[src/rtl/uart_sram_tx_interface_pkg.sv]
// Shared types and constants for the UART SRAM transmit path.
// Holds the word-FSM state enum, bus widths and the default bit period.
package uart_sram_tx_interface_pkg;

    localparam int unsigned ADDR_W                 = 18;
    localparam int unsigned DATA_W                 = 16;
    localparam int unsigned CLOCKS_PER_BIT_DEFAULT = 434;

    typedef enum logic [2:0] {
        S_TX_IDLE,
        S_TX_READ,
        S_TX_WAIT,
        S_TX_LATCH,
        S_TX_HI,
        S_TX_LO,
        S_TX_DONE
    } tx_state_type;

    // Latched transfer parameters; addr advances and count drains as words go out
    typedef struct packed {
        logic [ADDR_W-1:0] addr;
        logic [ADDR_W-1:0] count;
    } tx_req_t;

endpackage

[src/rtl/uart_sram_tx_interface_if.sv]
// Control handshake and SRAM read-port bundle for the UART transmit block.
interface uart_sram_tx_interface_if;
    import uart_sram_tx_interface_pkg::*;

    logic              Start;
    logic [ADDR_W-1:0] Start_address;
    logic [ADDR_W-1:0] Word_count;
    logic              Busy;
    logic              Done;
    logic [ADDR_W-1:0] SRAM_address;
    logic [DATA_W-1:0] SRAM_read_data;
    logic              SRAM_we_n;

    modport master (
        output Start, Start_address, Word_count, SRAM_read_data,
        input  Busy, Done, SRAM_address, SRAM_we_n
    );

    modport slave (
        input  Start, Start_address, Word_count, SRAM_read_data,
        output Busy, Done, SRAM_address, SRAM_we_n
    );

endinterface

[src/rtl/uart_sram_tx_interface_tx_byte.sv]
// 8N1 byte serialiser: start bit, LSB-first data, stop bit.
// Ready marks the last stop-bit cycle so a Load there chains frames gap-free.
module uart_tx_byte
    import uart_sram_tx_interface_pkg::*;
#(
    parameter int unsigned CLOCKS_PER_BIT = CLOCKS_PER_BIT_DEFAULT
) (
    input  logic       Clock,
    input  logic       Resetn,
    input  logic       Load,
    input  logic [7:0] Data,
    output logic       TX,
    output logic       Ready
);

    localparam int unsigned TIMER_W  = (CLOCKS_PER_BIT > 1) ? $clog2(CLOCKS_PER_BIT) : 1;
    localparam int unsigned STOP_IDX = 9;

    logic               r_active;
    logic [TIMER_W-1:0] r_timer;
    logic [3:0]         r_bit_idx;
    logic [8:0]         r_shift;
    logic               r_tx;

    logic w_bit_end;
    logic w_last;
    logic w_accept;

    assign w_bit_end = (r_timer == TIMER_W'(CLOCKS_PER_BIT - 1));
    assign w_last    = r_active && w_bit_end && (r_bit_idx == 4'(STOP_IDX));
    assign w_accept  = Load && (!r_active || w_last);

    assign TX    = r_tx;
    assign Ready = w_last;

    // Bit index 0 is the start bit, 1..8 data, 9 the stop bit
    always_ff @(posedge Clock) begin
        if (!Resetn) begin
            r_active  <= 1'b0;
            r_timer   <= '0;
            r_bit_idx <= '0;
            r_shift   <= '1;
            r_tx      <= 1'b1;
        end else if (w_accept) begin
            r_active  <= 1'b1;
            r_timer   <= '0;
            r_bit_idx <= '0;
            r_shift   <= {1'b1, Data};
            r_tx      <= 1'b0;
        end else if (r_active) begin
            if (w_bit_end) begin
                r_timer <= '0;
                if (r_bit_idx == 4'(STOP_IDX)) begin
                    r_active <= 1'b0;
                    r_tx     <= 1'b1;
                end else begin
                    r_bit_idx <= r_bit_idx + 4'd1;
                    r_tx      <= r_shift[0];
                    r_shift   <= {1'b1, r_shift[8:1]};
                end
            end else begin
                r_timer <= r_timer + TIMER_W'(1);
            end
        end
    end

endmodule

[src/rtl/uart_sram_tx_interface.sv]
// Reads a block of 16-bit SRAM words and sends them as 8N1 bytes, high byte first.
// The next word is prefetched while the low byte is on the line.
module uart_sram_tx_interface
    import uart_sram_tx_interface_pkg::*;
#(
    parameter int unsigned CLOCKS_PER_BIT = CLOCKS_PER_BIT_DEFAULT
) (
    input  logic                      Clock,
    input  logic                      Resetn,
    uart_sram_tx_interface_if.slave   bus,
    output logic                      UART_TX_O
);

    tx_state_type      r_state;
    tx_req_t           r_req;
    logic [DATA_W-1:0] r_word;
    logic [DATA_W-1:0] r_prefetch;
    logic [1:0]        r_lo_cycle;
    logic              r_busy;
    logic              r_done;

    tx_state_type      w_state_next;
    tx_req_t           w_req_next;
    logic [DATA_W-1:0] w_word_next;
    logic [DATA_W-1:0] w_prefetch_next;
    logic [1:0]        w_lo_cycle_next;
    logic              w_busy_next;
    logic              w_done_next;
    logic              w_load;
    logic [7:0]        w_load_data;
    logic              w_ready;

    assign bus.Busy         = r_busy;
    assign bus.Done         = r_done;
    assign bus.SRAM_address = r_req.addr;
    assign bus.SRAM_we_n    = 1'b1;

    uart_tx_byte #(
        .CLOCKS_PER_BIT (CLOCKS_PER_BIT)
    ) u_tx_byte (
        .Clock  (Clock),
        .Resetn (Resetn),
        .Load   (w_load),
        .Data   (w_load_data),
        .TX     (UART_TX_O),
        .Ready  (w_ready)
    );

    always_ff @(posedge Clock) begin
        if (!Resetn) begin
            r_state    <= S_TX_IDLE;
            r_req      <= '0;
            r_word     <= '0;
            r_prefetch <= '0;
            r_lo_cycle <= '0;
            r_busy     <= 1'b0;
            r_done     <= 1'b0;
        end else begin
            r_state    <= w_state_next;
            r_req      <= w_req_next;
            r_word     <= w_word_next;
            r_prefetch <= w_prefetch_next;
            r_lo_cycle <= w_lo_cycle_next;
            r_busy     <= w_busy_next;
            r_done     <= w_done_next;
        end
    end

    always_comb begin
        w_state_next    = r_state;
        w_req_next      = r_req;
        w_word_next     = r_word;
        w_prefetch_next = r_prefetch;
        w_lo_cycle_next = r_lo_cycle;
        w_busy_next     = r_busy;
        w_done_next     = 1'b0;
        w_load          = 1'b0;
        w_load_data     = r_word[7:0];

        unique case (r_state)
            S_TX_IDLE: begin
                if (bus.Start) begin
                    w_req_next = '{addr: bus.Start_address, count: bus.Word_count};
                    if (bus.Word_count == '0) begin
                        w_state_next = S_TX_DONE;
                        w_done_next  = 1'b1;
                    end else begin
                        w_state_next = S_TX_READ;
                        w_busy_next  = 1'b1;
                    end
                end
            end
            S_TX_READ:  w_state_next = S_TX_WAIT;
            S_TX_WAIT:  w_state_next = S_TX_LATCH;
            S_TX_LATCH: begin
                w_word_next      = bus.SRAM_read_data;
                w_load           = 1'b1;
                w_load_data      = bus.SRAM_read_data[15:8];
                w_req_next.count = r_req.count - ADDR_W'(1);
                w_state_next     = S_TX_HI;
            end
            S_TX_HI: begin
                if (w_ready) begin
                    w_load          = 1'b1;
                    w_load_data     = r_word[7:0];
                    w_lo_cycle_next = '0;
                    // Present the next word's address on the first low-byte cycle
                    if (r_req.count != '0) begin
                        w_req_next.addr = r_req.addr + ADDR_W'(1);
                    end
                    w_state_next = S_TX_LO;
                end
            end
            S_TX_LO: begin
                if (r_lo_cycle != 2'd3) begin
                    w_lo_cycle_next = r_lo_cycle + 2'd1;
                end
                if ((r_lo_cycle == 2'd2) && (r_req.count != '0)) begin
                    w_prefetch_next = bus.SRAM_read_data;
                end
                if (w_ready) begin
                    if (r_req.count != '0) begin
                        w_load           = 1'b1;
                        w_load_data      = r_prefetch[15:8];
                        w_word_next      = r_prefetch;
                        w_req_next.count = r_req.count - ADDR_W'(1);
                        w_state_next     = S_TX_HI;
                    end else begin
                        w_state_next = S_TX_DONE;
                        w_done_next  = 1'b1;
                        w_busy_next  = 1'b0;
                    end
                end
            end
            S_TX_DONE: w_state_next = S_TX_IDLE;
            default:   w_state_next = S_TX_IDLE;
        endcase
    end

endmodule

[src/flat_wrapper.sv]
// flat-port wrapper written by rule: the top's interface ports become plain ports
module uart_sram_tx_interface_flat import uart_sram_tx_interface_pkg::*;
#(
    parameter int unsigned CLOCKS_PER_BIT = CLOCKS_PER_BIT_DEFAULT
)
  (Clock, Resetn, UART_TX_O, bus_Start, bus_Start_address, bus_Word_count, bus_SRAM_read_data, bus_Busy, bus_Done, bus_SRAM_address, bus_SRAM_we_n);
  uart_sram_tx_interface_if bus_i ();
  input  logic Clock;
  input  logic Resetn;
  output logic UART_TX_O;
  input wire logic [$bits(bus_i.Start)-1:0] bus_Start;
  input wire logic [$bits(bus_i.Start_address)-1:0] bus_Start_address;
  input wire logic [$bits(bus_i.Word_count)-1:0] bus_Word_count;
  input wire logic [$bits(bus_i.SRAM_read_data)-1:0] bus_SRAM_read_data;
  output wire logic [$bits(bus_i.Busy)-1:0] bus_Busy;
  output wire logic [$bits(bus_i.Done)-1:0] bus_Done;
  output wire logic [$bits(bus_i.SRAM_address)-1:0] bus_SRAM_address;
  output wire logic [$bits(bus_i.SRAM_we_n)-1:0] bus_SRAM_we_n;
  assign bus_i.Start = bus_Start;
  assign bus_i.Start_address = bus_Start_address;
  assign bus_i.Word_count = bus_Word_count;
  assign bus_i.SRAM_read_data = bus_SRAM_read_data;
  assign bus_Busy = bus_i.Busy;
  assign bus_Done = bus_i.Done;
  assign bus_SRAM_address = bus_i.SRAM_address;
  assign bus_SRAM_we_n = bus_i.SRAM_we_n;
  uart_sram_tx_interface #(.CLOCKS_PER_BIT(CLOCKS_PER_BIT)) u_core (.Clock(Clock), .Resetn(Resetn), .bus(bus_i), .UART_TX_O(UART_TX_O));
endmodule
[config.mk]
export PLATFORM = sky130hd
export DESIGN_NAME = uart_sram_tx_interface_flat
export DESIGN_NICKNAME = d
export VERILOG_FILES = /design/src/rtl/uart_sram_tx_interface_pkg.sv /design/src/rtl/uart_sram_tx_interface_if.sv /design/src/rtl/uart_sram_tx_interface_tx_byte.sv /design/src/rtl/uart_sram_tx_interface.sv /design/src/flat_wrapper.sv
export SDC_FILE = /design/constraint.sdc
export NUM_CORES = 1
export LEC_CHECK = 0
export CAP_MARGIN = 20
export CORE_MARGIN = 5
export CORE_UTILIZATION = 55
export CTS_CLUSTER_DIAMETER = 100
export DETAILED_ROUTE_END_ITERATION = 7
export PLACE_DENSITY = 0.77
export SLEW_MARGIN = 20
export SYNTH_ARGS = -nofsm -noshare
export SYNTH_HDL_FRONTEND = slang
export SYNTH_SLANG_ARGS = --single-unit
export TNS_END_PERCENT = 5
[constraint.sdc]
create_clock -name Clock -period 2.5 [get_ports Clock]
set_input_delay 0.375 -clock Clock [delete_from_list [all_inputs] [get_ports Clock]]
set_output_delay 0.375 -clock Clock [all_outputs]
set_load 0.03 [all_outputs]
==> impl_metrics.ini, run 1 <==
[run_status]
status = completed

[logic_synthesis]
synth_top_family_by_area = simple AND/OR/NAND/NOR gates
post_synth_mux_area_share = 0.0247
synth_compound_area_frac = 0.247
async_flop_share = 0
yosysSeqAreaShare = 0.345
syn_area_per_cell_um2 = 7.77
synth-xor-area-share = 0.0184
synth_edf_count = 0
synth_ff_type = dfxtp_1
ys_ff_latch = 90
syn_area_um2 = 5230
yosys_warnings = 0
syn_inst = 673
synthSimpleGateAreaFrac = 0.270
synth.distinct_cells = 71
synth_fa_ha_area_frac = 0.0192
synthesis.nets = 736

[sta]
finalHoldViolCount = 0
slew_headroom = 0.637
finalSetupTns_ns = 0
rsz0062_at_grt = false
fin_crit_sh = 0.943
skew_ns = 0.0147
worst_pin_slew_ns = 0.539
drv_slew = 0
setup_viol = 0
clock.fmax_mhz = 424
layout_min_cycle_time_ns = 2.36

[floorplanning]
chipWidth_um = 107
initial_core_util = 0.566
io_pins = 77
rows = 35
die_y_um = 107
core_um2 = 9240
die-area_um2 = 11600

[setup_path]
start_kind = flip-flop
crit_path_max_fanout = 31
crit_type = reg -> reg
arrival_ns = 2.64
r2r_start = u_core.r_req[0]$_SDFFE_PN0P_
critical_path_required_ns = 2.78
worstReg2RegEnd = u_core.r_req[0]$_SDFFE_PN0P_
cp-end-kind = flip-flop
rrSetupSlack_ns = 0.14
r2r.worst_path.cells = 9

[place]
dpl_cell_area_um2 = 6090
placed_cells = 848
io_buffers = 75
gp_congestion = 0.903
place_hpwl_um = 9680

[worst_hold_path]
hold_class = reg -> reg
min-delay-start = u_core.r_prefetch[9]$_SDFFE_PN0P_
min_path_cells = 2
whs_endpoint = u_core.r_prefetch[9]$_SDFFE_PN0P_

[global_route]
grtUsageTotal = 0.233
grt_pass1_wl_um = 22500
grt_max_degree = 47
grt-ovfl-total = 0
grt_pass1_vias = 4880
antenna_found_initial = 0

[power_and_ir_drop]
p_total_mw = 3.23
power_leakage_nw = 2.24
powerDensity_nw_per_um2 = 515
vdd_drop_max_mv = 0.294

[clocking]
worstSkewPairLatency_ns = 0.36
cts.path.max_buffers = 2
cts.sinks = 90
cts_made_buffers = 9
clkTransAtPathRegs_ns = 0.09
cts_tree = done
postCtsHoldBufs = 0
htree_levels = 3
cts_root_buffer = clkbuf_8

[finish]
stdcell_count = 865
area_growth_pct = 20.1
design_area_um2 = 6280
final_nets = 794
drive_gt1_frac = 0.117
antennaDiodeCount = 0

[detailed_routing]
postRouteAntennaNets = 0
routed_wl_um = 13600
first_pass_iters = 5
dr_total_vias = 5133
drcViolationCount = 0
initialDrtViolationCount = 238
vias_per_cell = 5.93
wire_per_inst_um = 15.7

[flow_run]
cap_violations = 0
## area by class of cell
cell class              instances  area [um^2]
fillers                       797         2960
clock inverters                 6         41.3
repair buffers                112         1070
clock buffers                  10          128
inverters                      12         45.0
multi-input cells             506         3030
flip-flops and latches         90         1800
well taps                     129          161
## layer usage
| metal | up-vias | GRT usage | wire length [um] |
|---|---|---|---|
| li1 | 2532 | - | - |
| met1 | 2387 | 0.309 | 6000 |
| met2 | 186 | 0.380 | 6470 |
| met3 | 28 | 0.0354 | 815 |
| met4 | 0 | 0.0911 | 277 |
| met5 | - | 0 | 0 |
## sequential cells by signal, summed over array words and instances, names as in the netlist
signal	cells
u_core.r_word	8
u_core.r_req	18
u_core.u_tx_byte.r_bit_idx	4
u_core.r_lo_cycle	2
u_core.r_state	3
u_core.u_tx_byte.r_active	1
u_core.bus.Done	1
u_core.u_tx_byte.TX	1
u_core.bus.SRAM_address	18
u_core.bus.Busy	1
u_core.u_tx_byte.r_shift	8
u_core.r_prefetch	16
u_core.u_tx_byte.r_timer	9
## how the worst max path moves through the flow
stage	from	to	depth (start not counted)
2_1_floorplan	u_core.u_tx_byte.r_bit_idx[0]$_SDFFE_PP0P_	u_core.u_tx_byte.r_shift[5]$_SDFFE_PN1P_	7
3_3_place_gp	bus_Word_count[0]	u_core.bus.Busy$_SDFFE_PN0P_	6
3_5_place_dp	u_core.r_req[0]$_SDFFE_PN0P_	u_core.bus.SRAM_address[8]$_SDFFE_PN0P_	8
4_1_cts	u_core.r_req[0]$_SDFFE_PN0P_	u_core.bus.SRAM_address[8]$_SDFFE_PN0P_	8
5_1_grt	u_core.u_tx_byte.r_bit_idx[1]$_SDFFE_PP0P_	u_core.r_word[2]$_SDFFE_PN0P_	10
6_report	u_core.r_req[0]$_SDFFE_PN0P_	u_core.r_req[0]$_SDFFE_PN0P_	9
## report_power, final
part	internal [mW]	total (mW)	switching [mW]
combinational	0.343	0.749	0.406
sequential	1.50	1.58	0.0797
clock	0.362	0.905	0.543
total	2.20	3.23	1.03
## layout by cell type, fill, tap and decap left out, types with 6 or more instances in the layout
| cell type | Yosys | final |
|---|---|---|
| a211oi_1 | 12 | 12 |
| a21oi_1 | 66 | 66 |
| a221o_1 | 8 | 8 |
| a311oi_2 | 8 | 8 |
| a41oi_1 | 8 | 8 |
| and2_1 | 7 | 7 |
| buf_4 | 20 | 34 |
| clkbuf_8 | 0 | 9 |
| clkdlybuf4s50_1 | 0 | 75 |
| dfxtp_1 | 90 | 90 |
| ha_1 | 8 | 8 |
| inv_1 | 12 | 11 |
| mux2_2 | 7 | 7 |
| nand2_1 | 111 | 111 |
| nand3_1 | 13 | 13 |
| nand4_1 | 10 | 10 |
| nor2_1 | 67 | 67 |
| nor3_1 | 23 | 23 |
| nor4_1 | 14 | 14 |
| o211ai_1 | 8 | 8 |
| o21ai_0 | 21 | 21 |
| o31ai_1 | 9 | 9 |
| or4_1 | 7 | 7 |
| xnor2_1 | 6 | 6 |
## critical path, cell delays in order (launching register included)
cell and delay (ns):
dfxtp_1 0.35, inv_1 0.08, ha_1 0.19, or3b_2 0.56
nor4_4 0.23, a211oi_2 0.16, nor2_1 0.20, buf_12 0.21
o21ai_0 0.11, a21oi_1 0.18
## cells by family (layout without fill, tap and decap cells)
kind of cell,Yosys count,count (layout)
buffers and inverters,77,140
AOI/OAI and AO/OA,184,184
other,1,1
muxes,12,12
xor gates and xnor gates,11,11
adders and majority gates,8,8
and+or+nand+nor,290,290
DFF,90,90
## repair_timing
| action | in CTS | in global routing |
|---|---|---|
| endpoints found under the setup margin | 0 | 21 |
| endpoints found under the hold margin | 0 | 0 |
| gates resized for setup | 0 | 1 |
| buffers inserted | 0 | 1 |
## synth_stat cells, types with 10 or more instances
cell        n  area share
inv_1      12      0.0086
o21ai_0    21       0.020
nand3_1    13       0.012
nor2_1     67       0.048
dfxtp_1    90        0.34
buf_4      20       0.029
nor4_1     14       0.017
a211oi_1   12       0.017
nand4_1    10       0.012
a21oi_1    66       0.063
nor3_1     23       0.022
nand2_1   111       0.080
clkbuf_1   33       0.024
## metrics by stage
| stage | utilization | hold slack, ns | setup WS, ns |
|---|---|---|---|
| 3_5_place_dp | 0.659 | 0.443 | 0.0908 |
| 5_1_grt | 0.679 | 0.481 | 0.00520 |
| 2_1_floorplan | - | 0.433 | 0.292 |
| 3_3_place_gp | 0.659 | 0.443 | 0.145 |
| 4_1_cts | 0.677 | 0.456 | 0.0834 |
| 6_report | 0.679 | 0.456 | 0.141 |
No activity file was read; power rests on OpenSTA's default activity.
==> inputs of run 2 (changes only) <==
--- a/config.mk
+++ b/config.mk
@@ -6,6 +6,7 @@
 export NUM_CORES = 1
 export LEC_CHECK = 0
 export CAP_MARGIN = 20
+export CORE_ASPECT_RATIO = 0.75
 export CORE_MARGIN = 5
 export CORE_UTILIZATION = 55
 export CTS_CLUSTER_DIAMETER = 100
@@ -15,4 +16,4 @@
 export SYNTH_ARGS = -nofsm -noshare
 export SYNTH_HDL_FRONTEND = slang
 export SYNTH_SLANG_ARGS = --single-unit
-export TNS_END_PERCENT = 5
+export TNS_END_PERCENT = 30
==> run 2 against run 1 <==
Compared with the run above:
- highest routed layer unchanged
- non-clock buffer count increased by 1
- global-route usage grew 1.9 points
- total power increased by 22%
- critical endpoint is now u_core.u_tx_byte.r_shift[2]$_SDFFE_PN1P_
- critical path type unchanged
- worst setup slack better by 0.022 ns
- flip-flop and latch count did not move
==> impl_metrics.ini, run 2 (synthesized netlist as in run 1, its figures left out) <==
[sta]
setup_viol = 0
setup_ws_ns = 0.164
worst_pin_slew_ns = 0.626
skew_ns = 0.00474
clock.fmax_mhz = 428
finalHoldViolCount = 0
slew_headroom = 0.582
holdWs_ns = 0.457
fin_crit_sh = 0.935
layout_min_cycle_time_ns = 2.34
drv_slew = 0
rsz0062_at_grt = false
finalSetupTns_ns = 0

[flow_run]
cap_violations = 0

[clocking]
cts.sinks = 90
cts_root_buffer = clkbuf_16
cts_tree = done
cts_made_buffers = 9
clkTransAtPathRegs_ns = 0.06
htree_levels = 3
postCtsSetupBuffers = 0
worstSkewPairLatency_ns = 0.34
postCtsHoldBufs = 0
cts.path.max_buffers = 2
cts_resized = 0

[power_and_ir_drop]
seqPwrFrac = 0.400
pwr-share-clk = 0.405
power_leakage_nw = 2.34
vdd_drop_max_mv = 0.425
powerDensity_nw_per_um2 = 606
p_sw_frac = 0.269
comb_power_share = 0.194
p_switching_mw = 1.06
p_int_mw = 2.88
p_total_mw = 3.94

[global_route]
grt_pass1_vias = 4992
grt_max_degree = 39
grtUsageTotal = 0.252
antenna_found_initial = 0
grt_pass1_wl_um = 23700
grt-ovfl-total = 0

[setup_path]
critical-path-top-delay-family = compound AO/OA/AOI/OAI gates
crit_buf_inv = 2
crit_path_max_incr_delay_ns = 0.41
critical_path_required_ns = 2.69
crit_type = reg -> reg
slowest_stage = dfxtp_1
worstPathCellList = ha_1, and4_1, nand4_1, buf_4, a31oi_4, buf_12, mux2_2, a211oi_1, a41oi_1
arrival_ns = 2.53
cp-end-kind = flip-flop
crit_path_max_fanout = 9
start_kind = flip-flop

[detailed_routing]
dr_total_vias = 5261
first_pass_iters = 5
initialDrtViolationCount = 489
vias_per_cell = 6.08
drcViolationCount = 0
routed_wl_um = 14500
postRouteAntennaNets = 0
wire_per_inst_um = 16.7

[floorplanning]
io_pins = 77
die-area_um2 = 11600
chipWidth_um = 123
die_y_um = 94.4
initial_core_util = 0.571
core_um2 = 9160
rows = 30

[finish]
antennaDiodeCount = 0
area_growth_pct = 24.3
mostFrequentLayoutCells = nand2_1, dfxtp_1, clkdlybuf4s50_1
final_common_cell = nand2_1
drive_gt1_frac = 0.121
final_nets = 795

[worst_hold_path]
hold_class = reg -> reg

[place]
dpl_worst_slack_ns = 0.0686
gp_congestion = 0.918
place_hpwl_um = 9960
io_buffers = 75

[run_status]
status = completed
==> run 2: cell count changes in the layout (fill, tap and decap cells not counted), moves of 2 or more <==
cell / before / now
bufinv_16: 0 / 3
clkbuf_8: 9 / 2
clkbuf_16: 0 / 9
clkinvlp_4: 3 / 1
clkinv_2: 2 / 0
==> run 2: power by group through the flow <==
| stage | Sequential (mW) | Clock (mW) | Combinational (mW) |
|---|---|---|---|
| after floorplan | 1.59 | 0 | 0.496 |
| after global placement | 1.60 | 0 | 0.730 |
| after detailed placement | 1.60 | 0 | 0.749 |
| after CTS | 1.57 | 1.61 | 0.753 |
| after global routing | 1.58 | 1.68 | 0.828 |
| final | 1.58 | 1.60 | 0.765 |
==> run 2: worst reg2reg max path, cell delays in order (launching register included) <==
cell and delay [ns]:
dfxtp_1 0.41, ha_1 0.17, and4_1 0.25, nand4_1 0.12
buf_4 0.20, a31oi_4 0.17, buf_12 0.16, mux2_2 0.34
a211oi_1 0.29, a41oi_1 0.08
==> run 2: metal layers <==
layer | share of wire | track usage | vias up
li1 | - | - | 2541
met1 | 0.44 | 0.325 | 2485
met2 | 0.47 | 0.414 | 212
met3 | 0.071 | 0.0635 | 23
met4 | 0.014 | 0.0820 | 0
met5 | 0 | 0 | -
==> run 2: cell type report <==
class / instances / area (um^2)
multi-input cells: 506 / 3050
fillers: 790 / 2660
flip-flops and latches: 90 / 1800
repair buffers: 113 / 1090
clock buffers: 12 / 256
well taps: 128 / 160
clock inverters: 4 / 97.6
inverters: 12 / 45.0
==> run 2: metrics by stage <==
stage / util / area [um^2] / instances
6_report: 0.709 / 6500 / 865
3_5_place_dp: 0.669 / 6120 / 849
2_1_floorplan: - / 5230 / 673
3_3_place_gp: 0.669 / 6120 / 849
4_1_cts: 0.707 / 6480 / 865
5_1_grt: 0.709 / 6500 / 865
==> run 2: final timing paths <==
| kind | cells after the start | end | from | slack [ns] |
|---|---|---|---|---|
| hold reg to reg | 2 | u_core.r_prefetch[15]$_SDFFE_PN0P_ | u_core.r_prefetch[15]$_SDFFE_PN0P_ | 0.46 |
| setup reg to reg | 9 | u_core.u_tx_byte.r_shift[2]$_SDFFE_PN1P_ | u_core.u_tx_byte.r_timer[0]$_SDFFE_PP0P_ | 0.16 |
| hold / removal | 2 | u_core.r_prefetch[15]$_SDFFE_PN0P_ | u_core.r_prefetch[15]$_SDFFE_PN0P_ | 0.46 |
| setup / recovery | 9 | u_core.u_tx_byte.r_shift[2]$_SDFFE_PN1P_ | u_core.u_tx_byte.r_timer[0]$_SDFFE_PP0P_ | 0.16 |
==> inputs of run 3 (changes only) <==
--- a/config.mk
+++ b/config.mk
@@ -6,9 +6,11 @@
 export NUM_CORES = 1
 export LEC_CHECK = 0
 export CAP_MARGIN = 20
+export CELL_PAD_IN_SITES_DETAIL_PLACEMENT = 1
+export CELL_PAD_IN_SITES_GLOBAL_PLACEMENT = 2
 export CORE_ASPECT_RATIO = 0.75
 export CORE_MARGIN = 5
-export CORE_UTILIZATION = 55
+export CORE_UTILIZATION = 32
 export CTS_CLUSTER_DIAMETER = 100
 export DETAILED_ROUTE_END_ITERATION = 7
 export PLACE_DENSITY = 0.77
==> run 3 against run 2 <==
Compared with the run above:
- first-iteration DRC count down 52%
- global-route usage down 7.2 points
- utilization down 29 points
- clock-buffer cell count down 1
- critical endpoint is now u_core.u_tx_byte.r_shift[4]$_SDFFE_PN1P_
==> impl_metrics.ini, run 3 (synthesized netlist as in run 1, its figures left out) <==
[run_status]
status = completed

[worst_hold_path]
min_path_cells = 2
hold_class = reg -> reg
min-delay-start = u_core.r_prefetch[12]$_SDFFE_PN0P_
whs_endpoint = u_core.r_prefetch[12]$_SDFFE_PN0P_

[floorplanning]
die-area_um2 = 19000
rows = 40
initial_core_util = 0.326
io_pins = 77
core_um2 = 16000
die_y_um = 121
chipWidth_um = 158

[flow_run]
cap_violations = 0

[power_and_ir_drop]
power_leakage_nw = 2.39
powerDensity_nw_per_um2 = 590
vdd_drop_max_mv = 0.355
p_total_mw = 3.93

[global_route]
grt_pass1_wl_um = 27800
grt_max_degree = 39
antenna_found_initial = 0
grt_pass1_vias = 5373
grtUsageTotal = 0.180
grt-ovfl-total = 0

[sta]
drv_slew = 0
clock.fmax_mhz = 412
slew_headroom = 0.567
finalSetupTns_ns = 0
finalHoldViolCount = 0
worst_pin_slew_ns = 0.643
skew_ns = 0.00820
fin_crit_sh = 0.972
rsz0062_at_grt = true
layout_min_cycle_time_ns = 2.43
setup_viol = 0

[setup_path]
start_kind = flip-flop
rrSetupSlack_ns = 0.07
cp-end-kind = flip-flop
crit_type = reg -> reg
worstReg2RegEnd = u_core.u_tx_byte.r_shift[4]$_SDFFE_PN1P_
crit_path_max_incr_delay_ns = 0.59
r2r.worst_path.cells = 7
worstPathCellList = or4_4, nor2_1, a31oi_4, buf_12, mux2_2, a211oi_1, a41oi_1
slowest_stage = or4_4
r2r_start = u_core.r_req[8]$_SDFFE_PN0P_
crit_path_max_fanout = 9
critical_path_required_ns = 2.70
arrival_ns = 2.63

[clocking]
htree_levels = 3
cts_made_buffers = 9
cts_tree = done
worstSkewPairLatency_ns = 0.35
cts_root_buffer = clkbuf_16
cts.path.max_buffers = 2
cts.sinks = 90
clkTransAtPathRegs_ns = 0.07

[finish]
drive_gt1_frac = 0.135
area_growth_pct = 27.5
final_common_cell = nand2_1
mostFrequentLayoutCells = nand2_1, dfxtp_1, clkdlybuf4s50_1
antennaDiodeCount = 0
final_nets = 806

[detailed_routing]
routed_wl_um = 16800
vias_per_cell = 5.49
first_pass_iters = 5
dr_total_vias = 5258
postRouteAntennaNets = 0
initialDrtViolationCount = 233
wire_per_inst_um = 17.6
drcViolationCount = 0

[place]
place_hpwl_um = 12200
io_buffers = 75
gp_congestion = 0.803
## run 3: final cells by class
class | count | area [um^2]
fillers | 1912 | 9350
multi-input cells | 506 | 3050
flip-flops and latches | 90 | 1800
repair buffers | 124 | 1170
well taps | 210 | 263
clock buffers | 11 | 243
clock inverters | 5 | 86.3
inverters | 12 | 45.0
## run 3: repair_timing
item,4_1_cts,5_1_grt
setup endpoints to repair,0,27
gates resized for setup,0,6
buffers inserted,0,2
hold buffers,0,0
## run 3: routing by layer
| metal | wire length (um) | up-vias | part of all wire | track usage |
|---|---|---|---|---|
| met1 | 8420 | 2594 | 0.50 | 0.252 |
| met2 | 7650 | 90 | 0.45 | 0.285 |
| met5 | 0 | - | 0 | 0 |
| li1 | - | 2561 | - | - |
| met4 | 138 | 0 | 0.0082 | 0.0387 |
| met3 | 612 | 13 | 0.036 | 0.0369 |
## run 3: worst max-delay path by stage
stage / start / endpoint / slack (ns)
global route: u_core.r_req[0]$_SDFFE_PN0P_ / u_core.u_tx_byte.r_bit_idx[1]$_SDFFE_PP0P_ / -0.08
detailed placement: bus_Word_count[0] / u_core.bus.Busy$_SDFFE_PN0P_ / 0.09
floorplan: u_core.u_tx_byte.r_bit_idx[0]$_SDFFE_PP0P_ / u_core.u_tx_byte.r_shift[5]$_SDFFE_PN1P_ / 0.29
global placement: bus_Word_count[15] / u_core.bus.Busy$_SDFFE_PN0P_ / 0.11
finish: u_core.r_req[8]$_SDFFE_PN0P_ / u_core.u_tx_byte.r_shift[4]$_SDFFE_PN1P_ / 0.07
CTS: u_core.r_req[0]$_SDFFE_PN0P_ / u_core.r_req[9]$_SDFFE_PN0P_ / 0.09
## run 3: worst max-delay path, delay by kind of cell (launching register included)
| family | cells | cell delay (ns) |
|---|---|---|
| buffers and inverters | 1 | 0.17 |
| AO/OA/AOI/OAI | 3 | 0.57 |
| AND/OR/NAND/NOR | 2 | 0.89 |
| multiplexers | 1 | 0.27 |
| flip-flops | 1 | 0.38 |
## run 3: metrics by stage
step                       util  area, um^2  instances  worst slack (ns)  hold WS (ns)
after floorplan               -        5230        673             0.292         0.433
after global placement    0.393        6300        940             0.106         0.439
after detailed placement  0.393        6300        940            0.0911         0.452
after CTS                 0.414        6630        956            0.0932         0.462
after global routing      0.416        6670        958           -0.0754         0.477
final                     0.416        6670        958            0.0703         0.458
## run 3: where the power goes
group          internal [mW]  switching (mW)  leakage (nW)
Sequential              1.50          0.0768         0.732
Combinational          0.380           0.454          1.50
Clock                  0.912           0.612         0.160
Total                   2.79            1.14          2.39
